[src/rtl/cpu_pkg.sv]
// Shared fetch-side definitions for the CPU front end.
//   fetch_state_t    : instruction fetch FSM encoding
//   RESET_PC_DEFAULT : default first fetch address after reset
//   PC_INC           : sequential fetch stride (one 32-bit word)
package cpu_pkg;

    typedef enum logic [1:0] {
        ST_IDLE = 2'd0,
        ST_WAIT = 2'd1,
        ST_DROP = 2'd2
    } fetch_state_t;

    localparam logic [31:0] RESET_PC_DEFAULT = 32'h0000_0000;
    localparam logic [31:0] PC_INC           = 32'd4;

endpackage

[src/rtl/fetch_fifo.sv]
// Instruction buffer between fetch and decode: DEPTH entries of {PC, IR}
// (plus an address-error flag when FETCH_ADDR_ERR_EN is defined).
// Ports:
//   clk, rst            : clock, async active-high reset
//   flush               : empty the buffer; a same-cycle push lands in a fresh buffer
//   push, push_pc/ir/err: write one entry at the tail (caller guarantees room)
//   pop                 : retire the head entry
//   head_pc/ir/err      : head entry, combinational
//   count               : number of valid entries
module fetch_fifo #(
    parameter int DEPTH = 2,
    parameter int CW    = $clog2(DEPTH + 1)
) (
    input  logic          clk,
    input  logic          rst,
    input  logic          flush,
    input  logic          push,
    input  logic          pop,
    input  logic [31:0]   push_pc,
    input  logic [31:0]   push_ir,
`ifdef FETCH_ADDR_ERR_EN
    input  logic          push_err,
    output logic          head_err,
`endif
    output logic [31:0]   head_pc,
    output logic [31:0]   head_ir,
    output logic [CW-1:0] count
);

    localparam int            PW       = (DEPTH > 1) ? $clog2(DEPTH) : 1;
    localparam logic [PW-1:0] PTR_LAST = PW'(DEPTH - 1);
    localparam logic [PW-1:0] PTR_ONE  = PW'(1);
    localparam logic [CW-1:0] CNT_ONE  = CW'(1);

    logic [31:0]   pc_mem [DEPTH];
    logic [31:0]   ir_mem [DEPTH];
`ifdef FETCH_ADDR_ERR_EN
    logic          err_mem [DEPTH];
`endif
    logic [PW-1:0] head;
    logic [PW-1:0] tail;

    // Explicit wrap so non-power-of-two depths work.
    function automatic logic [PW-1:0] ptr_inc(input logic [PW-1:0] p);
        return (p == PTR_LAST) ? '0 : p + PTR_ONE;
    endfunction

    always_ff @(posedge clk or posedge rst) begin
        if (rst) begin
            head  <= '0;
            tail  <= '0;
            count <= '0;
            for (int i = 0; i < DEPTH; i++) begin
                pc_mem[i] <= '0;
                ir_mem[i] <= '0;
`ifdef FETCH_ADDR_ERR_EN
                err_mem[i] <= 1'b0;
`endif
            end
        end else if (flush) begin
            head <= '0;
            if (push) begin
                pc_mem[0] <= push_pc;
                ir_mem[0] <= push_ir;
`ifdef FETCH_ADDR_ERR_EN
                err_mem[0] <= push_err;
`endif
                tail  <= PTR_ONE;
                count <= CNT_ONE;
            end else begin
                tail  <= '0;
                count <= '0;
            end
        end else begin
            if (push) begin
                pc_mem[tail] <= push_pc;
                ir_mem[tail] <= push_ir;
`ifdef FETCH_ADDR_ERR_EN
                err_mem[tail] <= push_err;
`endif
                tail <= ptr_inc(tail);
            end
            if (pop) begin
                head <= ptr_inc(head);
            end
            if (push && !pop) begin
                count <= count + CNT_ONE;
            end else if (pop && !push) begin
                count <= count - CNT_ONE;
            end
        end
    end

    assign head_pc = pc_mem[head];
    assign head_ir = ir_mem[head];
`ifdef FETCH_ADDR_ERR_EN
    assign head_err = err_mem[head];
`endif

endmodule

[src/rtl/inst_fetch.sv]
// Instruction fetch stage: issues single-outstanding word reads, buffers
// returned instructions and presents them to IF/ID with a valid/stall handshake.
// Optional feature macro: FETCH_ADDR_ERR_EN (misaligned redirect produces an
// error entry and halts fetch until the next redirect).
// Ports:
//   clk, rst                : clock, async active-high reset
//   redirect, redirect_pc   : flush and restart fetch at redirect_pc
//   stall                   : IF/ID does not accept this cycle
//   imem_req, imem_addr     : single-cycle read request and word address
//   imem_rvalid, imem_rdata : read response
//   valid_out, PC_out, IR_out, addr_err : presented instruction
//
// state   | meaning
// --------+----------------------------------------------
// ST_IDLE | no request outstanding
// ST_WAIT | one request outstanding, data will be kept
// ST_DROP | one request outstanding, data will be discarded
module inst_fetch
    import cpu_pkg::*;
#(
    parameter logic [31:0] RESET_PC = RESET_PC_DEFAULT,
    parameter int          DEPTH    = 2
) (
    input  logic        clk,
    input  logic        rst,
    input  logic        redirect,
    input  logic [31:0] redirect_pc,
    input  logic        stall,
    output logic        imem_req,
    output logic [31:0] imem_addr,
    input  logic        imem_rvalid,
    input  logic [31:0] imem_rdata,
    output logic        valid_out,
    output logic [31:0] PC_out,
    output logic [31:0] IR_out,
    output logic        addr_err
);

    localparam int          CW      = $clog2(DEPTH + 1);
    localparam logic [CW:0] DEPTH_W = (CW + 1)'(DEPTH);

    fetch_state_t  state, state_nxt;
    logic [31:0]   pc;
    logic [31:0]   req_pc;
    logic [CW-1:0] count;
    logic [CW:0]   count_next;
    logic          rsp_keep;
    logic          push;
    logic          pop;
    logic          fetch_ok;
    logic [31:0]   push_pc;
    logic [31:0]   push_ir;

    assign valid_out = (count != '0);
    assign pop       = valid_out && !stall && !redirect;
    assign rsp_keep  = (state == ST_WAIT) && imem_rvalid && !redirect;

`ifdef FETCH_ADDR_ERR_EN
    logic misalign;
    logic halt;
    logic push_err;
    logic head_err;

    assign misalign  = redirect && (redirect_pc[1:0] != 2'b00);
    assign push      = rsp_keep || misalign;
    assign push_pc   = misalign ? redirect_pc : req_pc;
    assign push_ir   = misalign ? 32'h0 : imem_rdata;
    assign push_err  = misalign;
    assign fetch_ok  = !halt;
    assign imem_addr = pc;
    assign addr_err  = valid_out && head_err;

    // A misaligned target parks fetch until software redirects again.
    always_ff @(posedge clk or posedge rst) begin
        if (rst) begin
            halt <= 1'b0;
        end else if (redirect) begin
            halt <= misalign;
        end
    end
`else
    assign push      = rsp_keep;
    assign push_pc   = req_pc;
    assign push_ir   = imem_rdata;
    assign fetch_ok  = 1'b1;
    assign imem_addr = {pc[31:2], 2'b00};
    assign addr_err  = 1'b0;
`endif

    assign count_next = {1'b0, count} + (CW + 1)'(push) - (CW + 1)'(pop);

    always_comb begin
        state_nxt = state;
        imem_req  = 1'b0;
        // Only request when the returning word is guaranteed a slot.
        if (!rst && !redirect && fetch_ok && (count_next < DEPTH_W) &&
            ((state == ST_IDLE) || ((state == ST_WAIT) && imem_rvalid))) begin
            imem_req = 1'b1;
        end
        unique case (state)
            ST_IDLE: begin
                if (imem_req) state_nxt = ST_WAIT;
            end
            ST_WAIT: begin
                if (redirect) begin
                    state_nxt = imem_rvalid ? ST_IDLE : ST_DROP;
                end else if (imem_rvalid) begin
                    state_nxt = imem_req ? ST_WAIT : ST_IDLE;
                end
            end
            ST_DROP: begin
                // The stale response retires the outstanding slot even if a
                // new redirect arrives with it; otherwise keep waiting.
                if (imem_rvalid) state_nxt = ST_IDLE;
            end
            default: state_nxt = ST_IDLE;
        endcase
    end

    always_ff @(posedge clk or posedge rst) begin
        if (rst) begin
            state  <= ST_IDLE;
            pc     <= RESET_PC;
            req_pc <= '0;
        end else begin
            state <= state_nxt;
            if (redirect) begin
                pc <= redirect_pc;
            end else if (imem_req) begin
                pc     <= pc + PC_INC;
                req_pc <= imem_addr;
            end
        end
    end

    fetch_fifo #(
        .DEPTH (DEPTH),
        .CW    (CW)
    ) u_fifo (
        .clk      (clk),
        .rst      (rst),
        .flush    (redirect),
        .push     (push),
        .pop      (pop),
        .push_pc  (push_pc),
        .push_ir  (push_ir),
`ifdef FETCH_ADDR_ERR_EN
        .push_err (push_err),
        .head_err (head_err),
`endif
        .head_pc  (PC_out),
        .head_ir  (IR_out),
        .count    (count)
    );

endmodule

[config.mk]
export PLATFORM = sky130hd
export DESIGN_NAME = inst_fetch
export DESIGN_NICKNAME = d
export VERILOG_FILES = /design/src/rtl/cpu_pkg.sv /design/src/rtl/fetch_fifo.sv /design/src/rtl/inst_fetch.sv
export SDC_FILE = /design/constraint.sdc
export NUM_CORES = 1
export LEC_CHECK = 0
export CORE_MARGIN = 1.5
export CORE_UTILIZATION = 52
export DETAILED_ROUTE_END_ITERATION = 12
export HOLD_SLACK_MARGIN = 0.15
export PLACE_DENSITY = 0.8
export SYNTH_ARGS = -nofsm -noshare
export SYNTH_HDL_FRONTEND = slang
export SYNTH_SLANG_ARGS = --single-unit
[constraint.sdc]
create_clock -name clk -period 10.1 [get_ports clk]
set_input_delay 3.03 -clock clk [delete_from_list [all_inputs] [get_ports clk]]
set_output_delay 3.03 -clock clk [all_outputs]
set_load 0.05 [all_outputs]
==> run metrics <==
x dimension of the die=132 um; crit path DAT=6.10 ns; post-layout total power=2.68 mW; most common flop cell mapped by yosys=dfrtp_1; FF+latch count, synth=190; Tcrit/Tclk final=90.4%; deepest clock path buffer count=2; Routed Antenna Nets=0; number of core rows=46; Final Hold Viols=0; Setup crit start=stall; clock buffer count from CTS=17; number of flops mapped to enable cells by yosys=0; detailed placement HPWL=13200 um; crit path capture type=output pin; share of the yosys chip area belonging to registers=55.1%; run status=completed; upper clock frequency limit=0.110 GHz; warnings from Yosys=0; quantity of hold-fixing buffers added after cts=0; Worst R2R Start=u_fifo.count[1]; vias in the first global route=6534; number of pins exceeding their max-slew limit in the final report=0; share of layout cells above drive strength 1=27.7%; biggest cell delay along the critical path=0.86 ns; library cells used by synthesis=52; 1st-pass router iterations=5; Slew Limit Headroom=13.1%; DRC violations left=0; path class of the lowest-slack min-delay path=register to register; post-CTS setup repair buffer count=0; mean number of vias per cell=5.63; PD cells=244 nW/um^2; start point of the worst min-delay path=push_pc[18]; gpl congestion=0.816; post-cts gate resize count=0; vias after detailed routing=6110; Boundary Pins=168; Clock transition at path regs=0.06 ns; clock root buffer master=clkbuf_16; global-route congestion overflow total=0; antenna violations before repair=0; highest ir drop seen on vdd=137 uV; setup repair after global routing missed its margin=false; number of diodes added for antenna fixing=0; share of the core filled with cells=68.4%; overall global routing resource usage=24.2%; post-synth design cell area=8640 sq um; final setup violation count=0; final WL=20200 um; most used cells in the layout excluding fill and tap cells=dfrtp_1 (189), mux2_2 (186), clkdlybuf4s50_1 (158); wire length of the first global-routing pass=33600 um; number of input and output port buffers inserted=160; average detailed-routed wire length per instance=18.6 um; top fanout value on the critical path=61; Critical Path Slowest Stage Cell=or4_4; H-tree depth=4; Async SR Flop Fraction=100%; core footprint=16100 sq um; CP required=7.07 ns; initial core utilization=53.8%; die span in y=132 um; commonest non-fill, non-tap cell in the layout=dfrtp_1; accumulated negative setup slack=0 ns; minimum clock period after layout=9.13 ns; die area=17400 sq um; setup skew after layout=0.00797 ns; post-synthesis average cell area=12.2 sq um; pin count of the biggest net entering global routing=119; drt initial violations=467; element type at the critical path start=primary input; TritonCTS clock tree=done; cells along the critical path=clkdlybuf4s50_1, nor3_1, ha_1, or3_1, fa_1, nand2b_1, or4_4, clkinv_4, buf_12; CP Class=primary input to output pin; clock insertion delay at the later pin of the skew report=0.43 ns; post-synthesis to final-layout area growth=27.1%; Total Nets Final=929; transition at the pin with the smallest max-transition slack=1.30 ns; max_cap viols=0; number of instances in the synthesized netlist=710; leakage component of the power=4.95 nW; Sinks on Clock Net=190
[routing by layer]
metal / routed length [um] / global-route usage (%) / vias up
met5: 0 / 0 / -
met4: 233 / 7.59 / 0
met3: 1070 / 5.04 / 22
met2: 10600 / 43.3 / 212
met1: 8290 / 29.4 / 3069
li1: - / - / 2807
[cell families (layout without fill, tap and decap cells)]
kind of cell               count (synthesis)  in the layout  share of synthesized area (%)
and+or+nand+nor                          203            203                           10.9
DFF                                      190            190                           55.1
muxes                                    186            186                           24.3
AOI/OAI and AO/OA                         70             70                           5.69
buffers and inverters                     52            208                           3.03
xor gates and xnor gates                   5              5                          0.507
adders and majority gates                  3              3                          0.522
other                                      1              5                         0.0434
[synth_stat cells (all sizes together) (10+ instances only)]
cell / count / share of area (%)
nand2: 120 / 5.2
nor2: 19 / 0.85
nand4: 10 / 0.87
clkbuf: 20 / 0.87
o311ai: 12 / 1.3
nand3: 15 / 0.93
mux2: 186 / 24
o21ai: 21 / 1.2
dfrtp: 190 / 55
buf: 23 / 1.7
[final cells by class]
cell class	count	area (sq um)
tap	216	270
clock buffer	18	439
clock inverter	14	166
fill	1143	5080
timing repair buffer	167	1660
multi-input combinational	472	3640
sequential	190	4760
inverter	9	46.3
[critical path: cells and delay by family]
kind                     cells  cell delay, ns
AND/OR/NAND/NOR              4            1.52
adder cells (fa/ha/maj)      2            0.76
buffers and inverters        3            0.76
[registers in the layout, summed over array words and instances (netlist names)]
name and flops:
u_fifo.head 1, u_fifo.ir_mem 64, state 2, u_fifo.pc_mem 60, push_pc 30, pc 30
u_fifo.tail 1, u_fifo.count 2
[where the power goes]
| part | internal, mW | switching, mW |
|---|---|---|
| sequential | 0.929 | 0.112 |
| clock | 0.396 | 0.288 |
| combinational | 0.386 | 0.569 |
[worst paths after layout]
check,cells past startpoint,slack [ns],endpoint
worst max register to register,12,5.63,pc[5]
worst min-delay path,2,0.50,push_pc[18]
worst min register to register,2,0.50,push_pc[18]
max in group asynchronous,3,5.41,u_fifo.head
worst max-delay path,9,0.97,imem_req
min in group asynchronous,2,3.22,u_fifo.count[1]
[stage by stage]
step | std cells | worst slack (ns) | hold slack (ns) | instance area [sq um]
floorplan | 714 | 0.880 | 0.458 | 8650
global placement | 1054 | 1.06 | 0.473 | 10400
detailed placement | 1054 | 1.01 | 0.486 | 10400
CTS | 1086 | 1.00 | 0.502 | 11000
global route | 1086 | 0.820 | 0.515 | 11000
finish | 1086 | 0.971 | 0.499 | 11000
Note: power is estimated with default switching activity, not from simulation.
